File: src/rtl/regs_pkg.sv
// Shared types and constants for the two-bank register file.
package regs_pkg;

    localparam int REG_W  = 16;
    localparam int ADDR_W = 2;
    localparam int DEPTH  = 1 << ADDR_W;

    typedef logic [REG_W-1:0] word_t;

    // Value the L bus floats to when nothing drives it (wired-AND idle level).
    localparam word_t L_IDLE = 16'hffff;

endpackage : regs_pkg

File: src/rtl/regs_bank.sv
// One 4x16 register bank: async active-low clear, synchronous write on an
// active-low strobe, and a gated combinational read that idles high so
// several banks can be ANDed onto the same bus.
module regs_bank
    import regs_pkg::*;
(
    input  logic              clk_sys,
    input  logic              rst_,
    input  logic              wr_,
    input  logic              rd_,
    input  logic [ADDR_W-1:0] addr,
    input  word_t             w,
    output word_t             q
);

    word_t mem [DEPTH];

    generate
        for (genvar gi = 0; gi < DEPTH; gi++) begin : g_entry
            word_t entry_reg;
            logic  hit;

            assign hit = (addr == ADDR_W'(gi));

            // Entry storage: cleared asynchronously, loaded when this entry is addressed and written.
            always_ff @(posedge clk_sys or negedge rst_) begin
                if (!rst_) begin
                    entry_reg <= '0;
                end else if (!wr_ && hit) begin
                    entry_reg <= w;
                end
            end

            assign mem[gi] = entry_reg;
        end
    endgenerate

    // Read is purely combinational so the bus follows address and strobe immediately.
    assign q = rd_ ? L_IDLE : mem[addr];

endmodule : regs_bank

File: src/rtl/regs.sv
// Register file between the W bus and the L bus: banks N and W share the
// address, have independent strobes, and their read outputs are ANDed to
// model the open-collector L bus.
module regs
    import regs_pkg::*;
(
    input  logic  clk_sys,
    input  logic  rst_,
    input  word_t w,
    output word_t l,
    input  logic  ra,
    input  logic  rb,
    input  logic  czytrn_,
    input  logic  piszrn_,
    input  logic  czytrw_,
    input  logic  piszrw_
);

    logic [ADDR_W-1:0] addr;
    word_t             n_q;
    word_t             w_q;

    assign addr = {ra, rb};

    regs_bank u_bank_n (
        .clk_sys (clk_sys),
        .rst_    (rst_),
        .wr_     (piszrn_),
        .rd_     (czytrn_),
        .addr    (addr),
        .w       (w),
        .q       (n_q)
    );

    regs_bank u_bank_w (
        .clk_sys (clk_sys),
        .rst_    (rst_),
        .wr_     (piszrw_),
        .rd_     (czytrw_),
        .addr    (addr),
        .w       (w),
        .q       (w_q)
    );

    // Wired-AND: an idle bank contributes all ones, so it never masks the other.
    assign l = n_q & w_q;

endmodule : regs

File: config.mk
export PLATFORM = sky130hd
export DESIGN_NAME = regs
export DESIGN_NICKNAME = d
export VERILOG_FILES = /design/src/rtl/regs_pkg.sv /design/src/rtl/regs_bank.sv /design/src/rtl/regs.sv
export SDC_FILE = /design/constraint.sdc
export NUM_CORES = 1
export LEC_CHECK = 0
export ABC_AREA = 1
export BUFFER_PORTS_ARGS = -buffer_cell sky130_fd_sc_hd__buf_2
export CORE_ASPECT_RATIO = 1.5
export CORE_MARGIN = 4
export CORE_UTILIZATION = 40
export DETAILED_ROUTE_END_ITERATION = 6
export SLEW_MARGIN = 20
export SYNTH_ARGS = -nofsm -noshare
export SYNTH_HDL_FRONTEND = slang
export SYNTH_SLANG_ARGS = --single-unit
File: constraint.sdc
create_clock -name clk_sys -period 1.3 [get_ports clk_sys]
set_clock_uncertainty 0.05 [all_clocks]
set_input_delay 0 -clock clk_sys [delete_from_list [all_inputs] [get_ports clk_sys]]
set_output_delay 0 -clock clk_sys [all_outputs]
set_load 0.005 [all_outputs]
Word-level counts from Yosys, hierarchy flattened
Cells that the tools add are included.
{ "totals": {"reg_bits": 128, "in_bits": 24, "out_inout_bits": 16, "wordCells": 33} }
{ "op_classes": {"magnitude_cmp": 1, "eq_ne": 3, "muxes": 8, "bitwise_logic": 2, "n_reduce_logical": 11} }
{ "op_table": {"columns": ["op", "count"], "rows": [
  ["$mux W16", 6],
  ["$bmux W16 S2", 2],
  ["$and A16 B16 Y16", 1],
  ["$logic_and A1 B1 Y1", 8],
  ["$eq A2 B2 Y1 const B", 2],
  ["$ge A3 B3 Y1 const B", 1],
  ["$not A2 Y3", 1],
  ["$eq A2 B1 Y1 const B", 1],
  ["$logic_not A1 Y1", 2],
  ["$logic_not A2 Y1", 1]
]} }

Depth between registers and ports, before layout
{ "depth": {"word_depth": 6, "depth_mapped": 8, "depth_no_buf": 6} }

Modules after synthesis
Synthesis repeated with hierarchy kept, for this count alone.
{ "hier_totals": {"hier_cells": 798, "area_unflattened_um2": 6729.0} }
{ "modules_own_cells": {"columns": ["mod", "instances", "cells_per_inst", "area_per_inst_um2"], "rows": [
  ["regs_bank", 2, 383, 3304.4],
  ["regs", 1, 32, 120.1]
]} }

Worst setup path after synthesis
OpenSTA, ideal clock, no wires.
{ "synth_path": {"path_type": "input to register", "from": "input ra", "to": "register u_bank_n.g_entry[2].entry_reg[1]", "setup_time_ns": 0.128, "t_arrival_ns": 0.722, "path_slack_ns": 0.400, "stages": 7, "path_buffers": 2, "path_cell_list": "buf_4 -> inv_2 -> nor2_4 -> nand2_2 -> buf_4 -> nand2_1 -> o21ai_0"} }
{ "synth_between": {"elab_chain_cells": 2} }
{ "synth_lines": {"columns": ["item", "line", "rtl"], "rows": [
  ["start: declaration", "regs.sv:11", "input logic ra,"],
  ["$eq A2 B2 Y1", "regs_bank.sv:23", "assign hit = (addr == ADDR_W'(gi));"],
  ["$logic_and A1 B1 Y1", "regs_bank.sv:29", "end else if (!wr_ && hit) begin"],
  ["end signal: assignment", "regs_bank.sv:30", "entry_reg <= w;"],
  ["end: declaration", "regs_bank.sv:20", "word_t entry_reg;"]
]} }
Every way passes these cells.
A chain may end at the register's enable or synchronous reset.

Worst setup path after layout
{ "layout_path": {"from": "register u_bank_n.g_entry[1].entry_reg[11]", "to": "output l[11]"} }
{ "layout_between": {"elab_chain_cells": 5} }
{ "layout_lines": {"columns": ["item", "line", "rtl"], "rows": [
  ["start: declaration", "regs_bank.sv:20", null],
  ["start signal: assignment", "regs_bank.sv:30", null],
  ["$bmux W16 S2", "regs_bank.sv:39", "assign q = rd_ ? L_IDLE : mem[addr];"],
  ["$mux W16 (implied by the code) (2 in series)", "regs_bank.sv:39", null],
  ["$mux W16", "regs_bank.sv:39", null],
  ["$and A16 B16 Y16", "regs.sv:46", "assign l = n_q & w_q;"],
  ["end: declaration", "regs.sv:10", "output word_t l,"]
]} }
Every way passes these cells. The select of a mux whose other input is x is not followed.

==> metrics.csv <==
metric;value;unit
wl_per_cell;16.4;µm
fin_area;7280;µm²
dr.pass1.iters;5;
die_w;106;µm
ios;40;
dieArea;16400;µm²
syn_inst;705;
maxCapViolCount;0;
final_nets;812;
post-route-period-util;102;%
hold_violations;0;
violations;negative setup slack;
routed-wl-met2;8140;µm
numPortBuffers;39;
path_class;register to output port;
p_clk_share;42.3;%
min_from;piszrn_;
cp_top_family;simple AND/OR/NAND/NOR gates;
power.internal;8.54;mW
critical-path-max-stage-delay;0.37;ns
arrival;1.28;ns
cts_tree;yes;
wl_met3;728;µm
core_area;14100;µm²
htree_num_levels;4;
crit_chain;nand3_1 -> nand3_2 -> nor2_4 -> nor2_1 -> buf_2;
routed.top_layer;met4;
final_cell_count_no_fill;992;
cts_buffer_depth;2;
total_power;11.5;mW
max_slew_margin;60.0;%
dp.cells;926;
p_comb_share;14.6;%
status;finished with violations;
grt-ovfl-total;0;
power.switching;3.00;mW
drive_above_1_share;18.1;%
die_h;155;µm
period_needed;1.33;ns
fillers;1327;
clkSinkCount;128;
setup_viol;5;
grt_max_degree;62;
diodes;0;
critPathLaunch;u_bank_n.g_entry[1].entry_reg[11];
slowest_stage;dfrtp_1;
m1WireLength;7050;µm
areaGrowthSynthToFinish;26.3;%
initial_core_util;41.0;%
worstSetupPathDepth;5;
ys_seq_area_share;55.6;%
dp_hpwl;10100;µm
multi_input_area;2290;µm²
routed_wl;16300;µm
drv_slew;0;
end_kind;output port;
cellPowerDensity;1590;nW/µm²
drc;0;
synth_seq_cells;128;
vias_per_cell;5.12;
ir_drop;0.996;mV
place_congestion;0.794;
clk_latency;0.41;ns
holdPathStages;5;
postRouteAntennaNets;0;
postPlaceCellArea;6300;µm²
fin_ws;-0.0302;ns
grt_usage;21.1;%
critPathRequiredTime;1.25;ns
avgSynthCellArea;8.18;µm²
rows;53;
vias;5081;
clkTransAtPathRegs;0.06;ns
rsz0062_at_grt;yes;
grt_antenna_before_repair;0;
pre_cts_slack;0.112;ns
fmax;0.752;GHz
synthesis.area;5760;µm²
p_seq_share;43.1;%
drt_iter0_markers;373;
yosysWarnings;0;
numCtsBuffers;17;
critical_path_buf_inv_count;1;
leakage;3.59;nW
r2r_cells;3;
netSwitchingFraction;26.0;%
ys_types;15;
grt_pass1_wl;27000;µm
cts_root_buffer;clkbuf_16;
worst_pin_slew;0.598;ns
seq_area;3200;µm²
hp-class;primary input to register;
syn-num-nets;729;
cp_max_fo;2;
cp-start-kind;register;
grt_pass1_vias;4994;
rr_startpoint;u_bank_n.g_entry[1].entry_reg[13];
through the flow:
stage,hold WS (ns),TNS [ns],util [%]
2_1_floorplan,-0.346,0,-
3_5_place_dp,-0.170,0,44.8
5_1_grt,0.121,-1.68,51.8
6_report,0.0859,-0.0615,51.8
3_3_place_gp,-0.168,0,44.8
4_1_cts,0.0703,-0.362,50.9
cell type report:
type / count / area share [%]
Tap cell: 192 / 3.30
Clock inverter: 12 / 2.30
Sequential cell: 128 / 44.0
Timing Repair Buffer: 110 / 11.9
Clock buffer: 19 / 5.95
Inverter: 23 / 1.19
Multi-Input combinational cell: 508 / 31.4
metal layers:
metal  global-route usage, %  vias to the layer above
met5                       0                        -
met4                    7.96                        0
met3                    4.15                       26
met2                    34.9                      150
met1                    27.5                     2434
li1                        -                     2471
cells in the final DEF, fill, tap and decap left out:
cell type,count
inv_1,21
o21ai_0,109
clkbuf_16,17
nand3_2,9
dfrtp_1,128
nand2_2,3
buf_12,7
buf_4,47
clkinv_2,6
bufinv_16,4
o21ai_1,19
nand3_1,88
nor2_4,4
nor2_1,41
clkinv_4,2
nor2_2,6
inv_2,2
clkbuf_1,2
buf_2,38
nand2_1,229
dlygate4sd3_1,18
cell usage after synthesis, drive strengths merged:
library cell	number	area share, %
nand2	232	15
o21ai	128	11
dfrtp	128	56
nand3	97	8.4
clkbuf	13	0.87
nor2	51	3.7
buf	33	3.6
inv	23	1.5
logic make-up after synthesis:
| group | after synthesis | share of synthesized area [%] |
|---|---|---|
| AND/OR/NAND/NOR | 380 | 27.4 |
| flip-flops | 128 | 55.6 |
| AO/OA/AOI/OAI | 128 | 11.1 |
| buffers and inverters | 69 | 5.95 |
worst paths after layout:
kind                                                      to  slack (ns)
setup / recovery                                       l[11]       -0.03
hold / removal              u_bank_n.g_entry[1].entry_reg[0]        0.09
setup reg to reg           u_bank_n.g_entry[1].entry_reg[13]        0.47
hold reg to reg             u_bank_n.g_entry[2].entry_reg[0]        0.44
max in group asynchronous  u_bank_n.g_entry[2].entry_reg[13]        0.12
min in group asynchronous   u_bank_n.g_entry[2].entry_reg[5]        0.10
power by group through the flow:
stage	combinational, mW	clock (mW)	sequential, mW
detailed placement	1.50	0	5.02
finish	1.68	4.88	4.98
CTS	1.60	4.96	4.96
floorplan	0.973	0	4.93
global route	1.95	5.15	5.04
global placement	1.46	0	5.01
worst reg2reg max path, cell delays in order, from the launching register on:
cell	delay, ns
dfrtp_1	0.38
buf_4	0.13
nand2_1	0.06
o21ai_0	0.08
timing repair:
| action | 4_1_cts | 5_1_grt |
|---|---|---|
| hold buffers | 18 | 1 |
| buffers inserted | 7 | 10 |
| resized for setup | 4 | 13 |
| setup endpoints to repair | 12 | 29 |
| pin swaps | 20 | 24 |
| hold endpoints to repair | 256 | 13 |
(Power assumes the default switching activity.)
